## src/rtl/reset_sequencer.sv

```systemverilog
// reset_sequencer: staged reset release for a Picoblaze system, async assert / sync sequenced deassert
module reset_sequencer #(
    parameter int NUM_CHANNELS = 4,
    parameter int SYNC_STAGES = 2,
    parameter int HOLD_CYCLES = 100,
    parameter int GAP_CYCLES = 16,
    parameter int CNT_WIDTH = 16,
    parameter logic [NUM_CHANNELS-1:0] ACTIVE_LOW_MASK = '0
) (
    input  logic                    CLK_IN,
    input  logic                    RESET_IN,
    input  logic                    SOFT_RESET_IN,
    output logic [NUM_CHANNELS-1:0] RESET_OUT,
    output logic                    DONE_OUT,
    output logic [1:0]              STATE_OUT
);

    localparam int IDX_W = (NUM_CHANNELS > 1) ? $clog2(NUM_CHANNELS) : 1;
    localparam logic [IDX_W-1:0] LAST_IDX = IDX_W'(NUM_CHANNELS - 1);
    localparam logic [CNT_WIDTH-1:0] HOLD_LAST = CNT_WIDTH'(HOLD_CYCLES - 1);
    localparam logic [CNT_WIDTH-1:0] GAP_LAST = CNT_WIDTH'(GAP_CYCLES - 1);

    if (NUM_CHANNELS < 1) begin : g_bad_channels
        $error("reset_sequencer: NUM_CHANNELS must be >= 1");
    end
    if (SYNC_STAGES < 2) begin : g_bad_sync
        $error("reset_sequencer: SYNC_STAGES must be >= 2");
    end
    if (HOLD_CYCLES < 1 || GAP_CYCLES < 1) begin : g_bad_delay
        $error("reset_sequencer: HOLD_CYCLES and GAP_CYCLES must be >= 1");
    end
    if (CNT_WIDTH < 31 && (HOLD_CYCLES >= (1 << CNT_WIDTH) || GAP_CYCLES >= (1 << CNT_WIDTH))) begin : g_bad_width
        $error("reset_sequencer: CNT_WIDTH too small for HOLD_CYCLES/GAP_CYCLES");
    end

    typedef enum logic [1:0] {
        S_HOLD    = 2'd0,
        S_RELEASE = 2'd1,
        S_DONE    = 2'd2
    } state_t;

    logic [SYNC_STAGES-1:0]  sync_q, sync_d;
    state_t                  state_q, state_d;
    logic [CNT_WIDTH-1:0]    cnt_q, cnt_d;
    logic [IDX_W-1:0]        idx_q, idx_d;
    logic [NUM_CHANNELS-1:0] rst_out_q, rst_out_d;
    logic                    done_q, done_d;
    logic                    sync_rst, restart, hold_hit, gap_hit;

    assign sync_rst  = sync_q[SYNC_STAGES-1];
    assign restart   = sync_rst | SOFT_RESET_IN;
    assign hold_hit  = cnt_q == HOLD_LAST;
    assign gap_hit   = cnt_q == GAP_LAST;
    assign RESET_OUT = rst_out_q;
    assign DONE_OUT  = done_q;
    assign STATE_OUT = state_q;

    // Release synchronizer: shifts zeros in once the raw reset is gone
    always_comb begin
        sync_d = {sync_q[SYNC_STAGES-2:0], 1'b0};
    end

    // State and datapath registers; raw reset forces every channel asserted immediately
    always_ff @(posedge CLK_IN or posedge RESET_IN) begin
        if (RESET_IN) begin
            sync_q    <= '1;
            state_q   <= S_HOLD;
            cnt_q     <= '0;
            idx_q     <= '0;
            rst_out_q <= ~ACTIVE_LOW_MASK;
            done_q    <= 1'b0;
        end else begin
            sync_q    <= sync_d;
            state_q   <= state_d;
            cnt_q     <= cnt_d;
            idx_q     <= idx_d;
            rst_out_q <= rst_out_d;
            done_q    <= done_d;
        end
    end

    // Next state: synchronized or soft reset pins the FSM in HOLD
    always_comb begin
        state_d = state_q;
        if (restart) begin
            state_d = S_HOLD;
        end else begin
            case (state_q)
                S_HOLD:    state_d = hold_hit ? ((NUM_CHANNELS == 1) ? S_DONE : S_RELEASE) : S_HOLD;
                S_RELEASE: state_d = (gap_hit && idx_q == LAST_IDX) ? S_DONE : S_RELEASE;
                S_DONE:    state_d = S_DONE;
                default:   state_d = S_HOLD;
            endcase
        end
    end

    // Outputs and counters: release one channel per expired interval, never re-assert except on restart
    always_comb begin
        cnt_d     = cnt_q;
        idx_d     = idx_q;
        rst_out_d = rst_out_q;
        done_d    = done_q;
        if (restart) begin
            cnt_d     = '0;
            idx_d     = '0;
            rst_out_d = ~ACTIVE_LOW_MASK;
            done_d    = 1'b0;
        end else if (state_q == S_HOLD) begin
            cnt_d = hold_hit ? '0 : cnt_q + 1'b1;
            if (hold_hit) begin
                rst_out_d[0] = ACTIVE_LOW_MASK[0];
                idx_d        = (NUM_CHANNELS == 1) ? '0 : IDX_W'(1);
                done_d       = NUM_CHANNELS == 1;
            end
        end else if (state_q == S_RELEASE) begin
            cnt_d = gap_hit ? '0 : cnt_q + 1'b1;
            if (gap_hit) begin
                for (int i = 0; i < NUM_CHANNELS; i++)
                    if (idx_q == IDX_W'(i)) rst_out_d[i] = ACTIVE_LOW_MASK[i];
                idx_d  = (idx_q == LAST_IDX) ? idx_q : idx_q + 1'b1;
                done_d = idx_q == LAST_IDX;
            end
        end
    end

endmodule

```

## config.mk

```make
export PLATFORM = sky130hd
export DESIGN_NAME = reset_sequencer
export DESIGN_NICKNAME = d
export VERILOG_FILES = /design/src/rtl/reset_sequencer.sv
export SDC_FILE = /design/constraint.sdc
export NUM_CORES = 1
export LEC_CHECK = 0
export ABC_CLOCK_PERIOD_IN_PS = 3800
export CAP_MARGIN = 10
export CELL_PAD_IN_SITES_DETAIL_PLACEMENT = 0
export CELL_PAD_IN_SITES_GLOBAL_PLACEMENT = 1
export CORE_MARGIN = 2
export CORE_UTILIZATION = 45
export CTS_CLUSTER_SIZE = 8
export DETAILED_ROUTE_END_ITERATION = 7
export PLACE_DENSITY = 0.87
export SYNTH_ARGS = -nofsm -noshare
export SYNTH_HDL_FRONTEND = slang
export SYNTH_SLANG_ARGS = --single-unit
```

## constraint.sdc

```tcl
create_clock -name CLK_IN -period 3.8 [get_ports CLK_IN]
set_input_delay 0.76 -clock CLK_IN [delete_from_list [all_inputs] [get_ports CLK_IN]]
set_output_delay 0.76 -clock CLK_IN [all_outputs]
set_load 0.01 [all_outputs]
```

Yosys cells after proc, flatten, opt, wreduce, memory -nomap -nowiden
Cells that the tools add are included.

Register bits after elaboration: 27. Logic and storage cells: 68.

Bitwise operators: 1. Reductions and logical operators: 17. Equal/unequal tests: 10. Add/subtract/negate cells: 2. Mux-type cells: 29.

Operators by type and width (number): 16-bit two-way mux (5); 4-bit AND reduction (5); 16-bit by 1-bit adder with 16-bit output (second input constant) (1); 16-bit by 4-bit == test with 1-bit output (second input constant) (1); 16-bit by 7-bit == test with 1-bit output (second input constant) (1); 2-bit two-way mux (8); 4-bit two-way mux (3); 1-bit two-way mux (11); 2-bit nonzero test (5); 3-bit nonzero test (3); 2-bit == test (second input constant) (3); 3-bit != test (second input constant) (2); 2-bit one-hot mux with 3 select lines (1); 2-bit by 1-bit == test with 1-bit output (second input constant) (2); 2-bit zero test (2); 3-bit two-way mux (1); 3-bit AND reduction (1); 2-bit by 1-bit adder with 2-bit output (second input constant) (1); 2-bit != test (second input constant) (1); 1-bit logical AND (1); 1-bit bitwise OR (1).

Logic depth before layout (Yosys ltp)
Word-level depth: 6. Mapped depth: 6. Gate-level depth less buffers: 6.

Worst setup path after synthesis
No wires, ideal clock.

Path kind: input to register. Start point: in SOFT_RESET_IN. End point: reg idx_q[1]. Data arrival time: 1657 ps. Required time: 3734 ps. Cell stages on the path: 5. Setup time: 66 ps. Slack: 2076 ps. Path through: or2_2 -> clkbuf_1 -> a2111oi_0 -> a31oi_1 -> nand2_1.

Cells in the longest elaborated chain, start to end: 3.

Ends and longest elaborated chain: start, declared (line 12) `input logic SOFT_RESET_IN,`; 1-bit bitwise OR * (line 51) `assign restart = sync_rst | SOFT_RESET_IN;`; 3-bit != test (no line) / 3-bit nonzero test (equally long branches); 4-bit AND reduction (no line); end signal, assigned (line 76) `idx_q <= idx_d;`; end, declared (line 45) `logic [IDX_W-1:0] idx_q, idx_d;`.

Every way passes the cells marked *; elsewhere a longest branch is shown, timed or not. A chain may end at the register's enable or synchronous reset.

Worst setup path after layout
Start point: reg state_q[1], in the netlist STATE_OUT[1]. End point: out STATE_OUT[1].

RTL lines: start, declared (line 43) `state_t state_q, state_d;`; start signal, assigned (line 74) `state_q <= state_d;`; end, declared (line 15) `output logic [1:0] STATE_OUT`.

No word-level cell between the ends.

==> results.md <==
- Outcome: complete, no violations
- WS Path Type: flop to output pin
- Hold Path Depth: 0
- Wire per inst: 13.3 um
- Clock share of power: 0.281
- First-pass GRT wire length: 4.73 mm
- Reg2Reg Setup Slack: 1.84 ns
- Total CTS buffers: 3
- Final Hold Fails: 0
- Post-synth top cells: dfrtp_1 (21), nor2_1 (16), nand2_1 (14)
- CTS Buffer Depth: 2
- Total I/O pin count: 10
- Gr usage total: 0.173
- WP buf/inv: 1
- Most frequent cell after synthesis: dfrtp_1
- H-tree Lvls: 1
- Hold Buf Count CTS: 0
- HPWL Detailed: 1.92 mm
- Sw Ratio: 0.217
- Nets: 165
- Post-synth cell types: 41
- # DRC: 0
- Setup bufs post-CTS: 0
- EDFF count, synth: 0
- Largest net degree at the start of global routing: 28
- Max Fclk: 0.423 GHz
- Part of the Yosys area used for sequential elements: 0.480
- CP max FO: 17
- Synth Flop Type: dfrtp_1
- Reg2Reg Depth: 5
- DIE AREA: 3630 sq um
- # rows: 20
- Worst Setup Start Kind: flop
- Starting DRC count in detailed routing: 80
- CP cell instances: clkdlybuf4s50_1
- TritonCTS clock tree: yes
- Mean Syn Cell Area: 9.61 sq um
- LEAKAGE: 0.610 nW
- Family with the most delay on the worst path: flip-flops
- Worst Skew: 0.00817 ns
- Worst setup margin: 1.43 ns
- Cell count after synthesis: 148
- Cts repair resizes: 0
- CORE AREA: 3030 sq um
- Logic pwr share: 0.038
- Slew @ Worst Pin: 0.997 ns
- Die Wd: 60.2 um
- Synth area leaders: dfrtp_1 (37%), dfstp_2 (11%), ha_1 (4.4%)
- Area grow syn2layout: 10.4%
- Ys Warns: 0
- Drt pass-1 iters: 4
- Worst slew margin: 0.335
- Layout cells sized above 1: 0.0897
- Slowest stage delay, CP: 0.66 ns
- PortBufs: 9
- Initial antenna violation count: 0
- Initial core utilization: 0.470
- Yosys reg bits: 27
- Peak supply drop: 0.000236 V
- Area leader, netlist: dfrtp_1
- Vias in the first global route: 1053
- Worst min path class: flop to flop
- Psw: 0.0000931 W
- CP Data Required Time: 3.04 ns
- Fraction of registers with async set/reset: 1.00
- DR vias: 1070
- Hold path endpoint: sync_q[1]
- Synthesized area: 1420 sq um
- Total wire length: 2.65 mm
- R2r endpoint: DONE_OUT
- R2R Path Start: cnt_q[8]
- RSZ-0062 raised after global routing: false
- Antenna viol nets, final: 0
- Dpl ws: 1.50 ns
- RePlAce Congestion: 0.867
- Syn Nets: 156
- N_diodes: 0
- Worst-path clk slew: 0.13 ns
- Gr ovfl total: 0
- CP arrival: 1.61 ns
- HP Start: sync_q[0]
- Pwr/cell area: 273 nW/um^2
- CP max stage cell: dfrtp_1
- Internal: 0.000336 W
- Setup TNS: 0 ns
- Max-cap violation count: 0
- Tcrit/Tclk final: 0.622
- Final setup fails: 0
- Max Slew Vio Count: 0
- Clk root buf: clkbuf_4
- Clk_lat worst skew: 0.32 ns
- Crit. End Element: output pin
- Fin crit period: 2.37 ns
- Num Clock Sinks: 27
- Die H: 60.2 um
- Post-synth top area share: 0.369
- Fin Hold WS: 0.367 ns
- DR vias/cell: 5.35
- Register share of total power: 0.681
logic make-up after synthesis:
logic type,Yosys count,share of synthesized area
compound gates,22,0.105
xor+xnor,10,0.0616
fa+ha+maj,5,0.0440
buf+inv,11,0.0325
flops,27,0.480
mux,1,0.00792
other cells,1,0.00264
simple gates,71,0.267
per-stage QoR:
| step | util | instances | power [W] | area, sq um |
|---|---|---|---|---|
| global placement | 0.510 | 196 | 0.000314 | 1540 |
| global route | 0.519 | 200 | 0.000452 | 1570 |
| CTS | 0.519 | 200 | 0.000437 | 1570 |
| floorplan | - | 148 | 0.000309 | 1420 |
| detailed placement | 0.510 | 196 | 0.000314 | 1540 |
| finish | 0.519 | 200 | 0.000429 | 1570 |
layout make-up:
class / instances / area [sq um]
Fill cell: 282 / 1460
Multi-Input combinational cell: 110 / 693
Sequential cell: 27 / 683
Timing Repair Buffer: 9 / 90.1
Tap cell: 44 / 55.1
Clock buffer: 4 / 26.3
Inverter: 6 / 22.5
placed cells by master, fill, tap and decap left out, drive strengths merged, types with 6 or more instances in the layout:
cell type	netlist	final
nand3	9	9
a21oi	7	7
inv	6	6
clkdlybuf4s50	0	9
nand2	14	14
dfrtp	21	21
dfstp	6	6
nor2	16	16
sequential cells by signal, summed over array words and instances (netlist names):
signal	count
cnt_q	16
RESET_OUT	4
STATE_OUT	2
idx_q	2
sync_q	2
DONE_OUT	1
power by group through the flow:
stage	clock network, W	registers (W)	logic (W)
after floorplan	0	0.000297	0.0000116
after global placement	0	0.000297	0.0000166
after detailed placement	0	0.000297	0.0000170
after CTS	0.000128	0.000292	0.0000169
after global routing	0.000140	0.000293	0.0000192
final	0.000120	0.000292	0.0000165
worst max path at each step:
stage / depth (start not counted) / end / startpoint
after floorplan: 5 / idx_q[1] / SOFT_RESET_IN
after global routing: 1 / STATE_OUT[1] / STATE_OUT[1]
after global placement: 6 / cnt_q[7] / SOFT_RESET_IN
final: 1 / STATE_OUT[1] / STATE_OUT[1]
after detailed placement: 6 / cnt_q[6] / SOFT_RESET_IN
after CTS: 1 / STATE_OUT[1] / STATE_OUT[1]
layer usage:
layer  vias up  track usage  share of wire
li1        535            -              -
met1       512        0.230           0.47
met2        21        0.287           0.48
met3         2       0.0390          0.042
met4         0       0.0381         0.0075
met5         -            0              0
(Power assumes the default switching activity.)
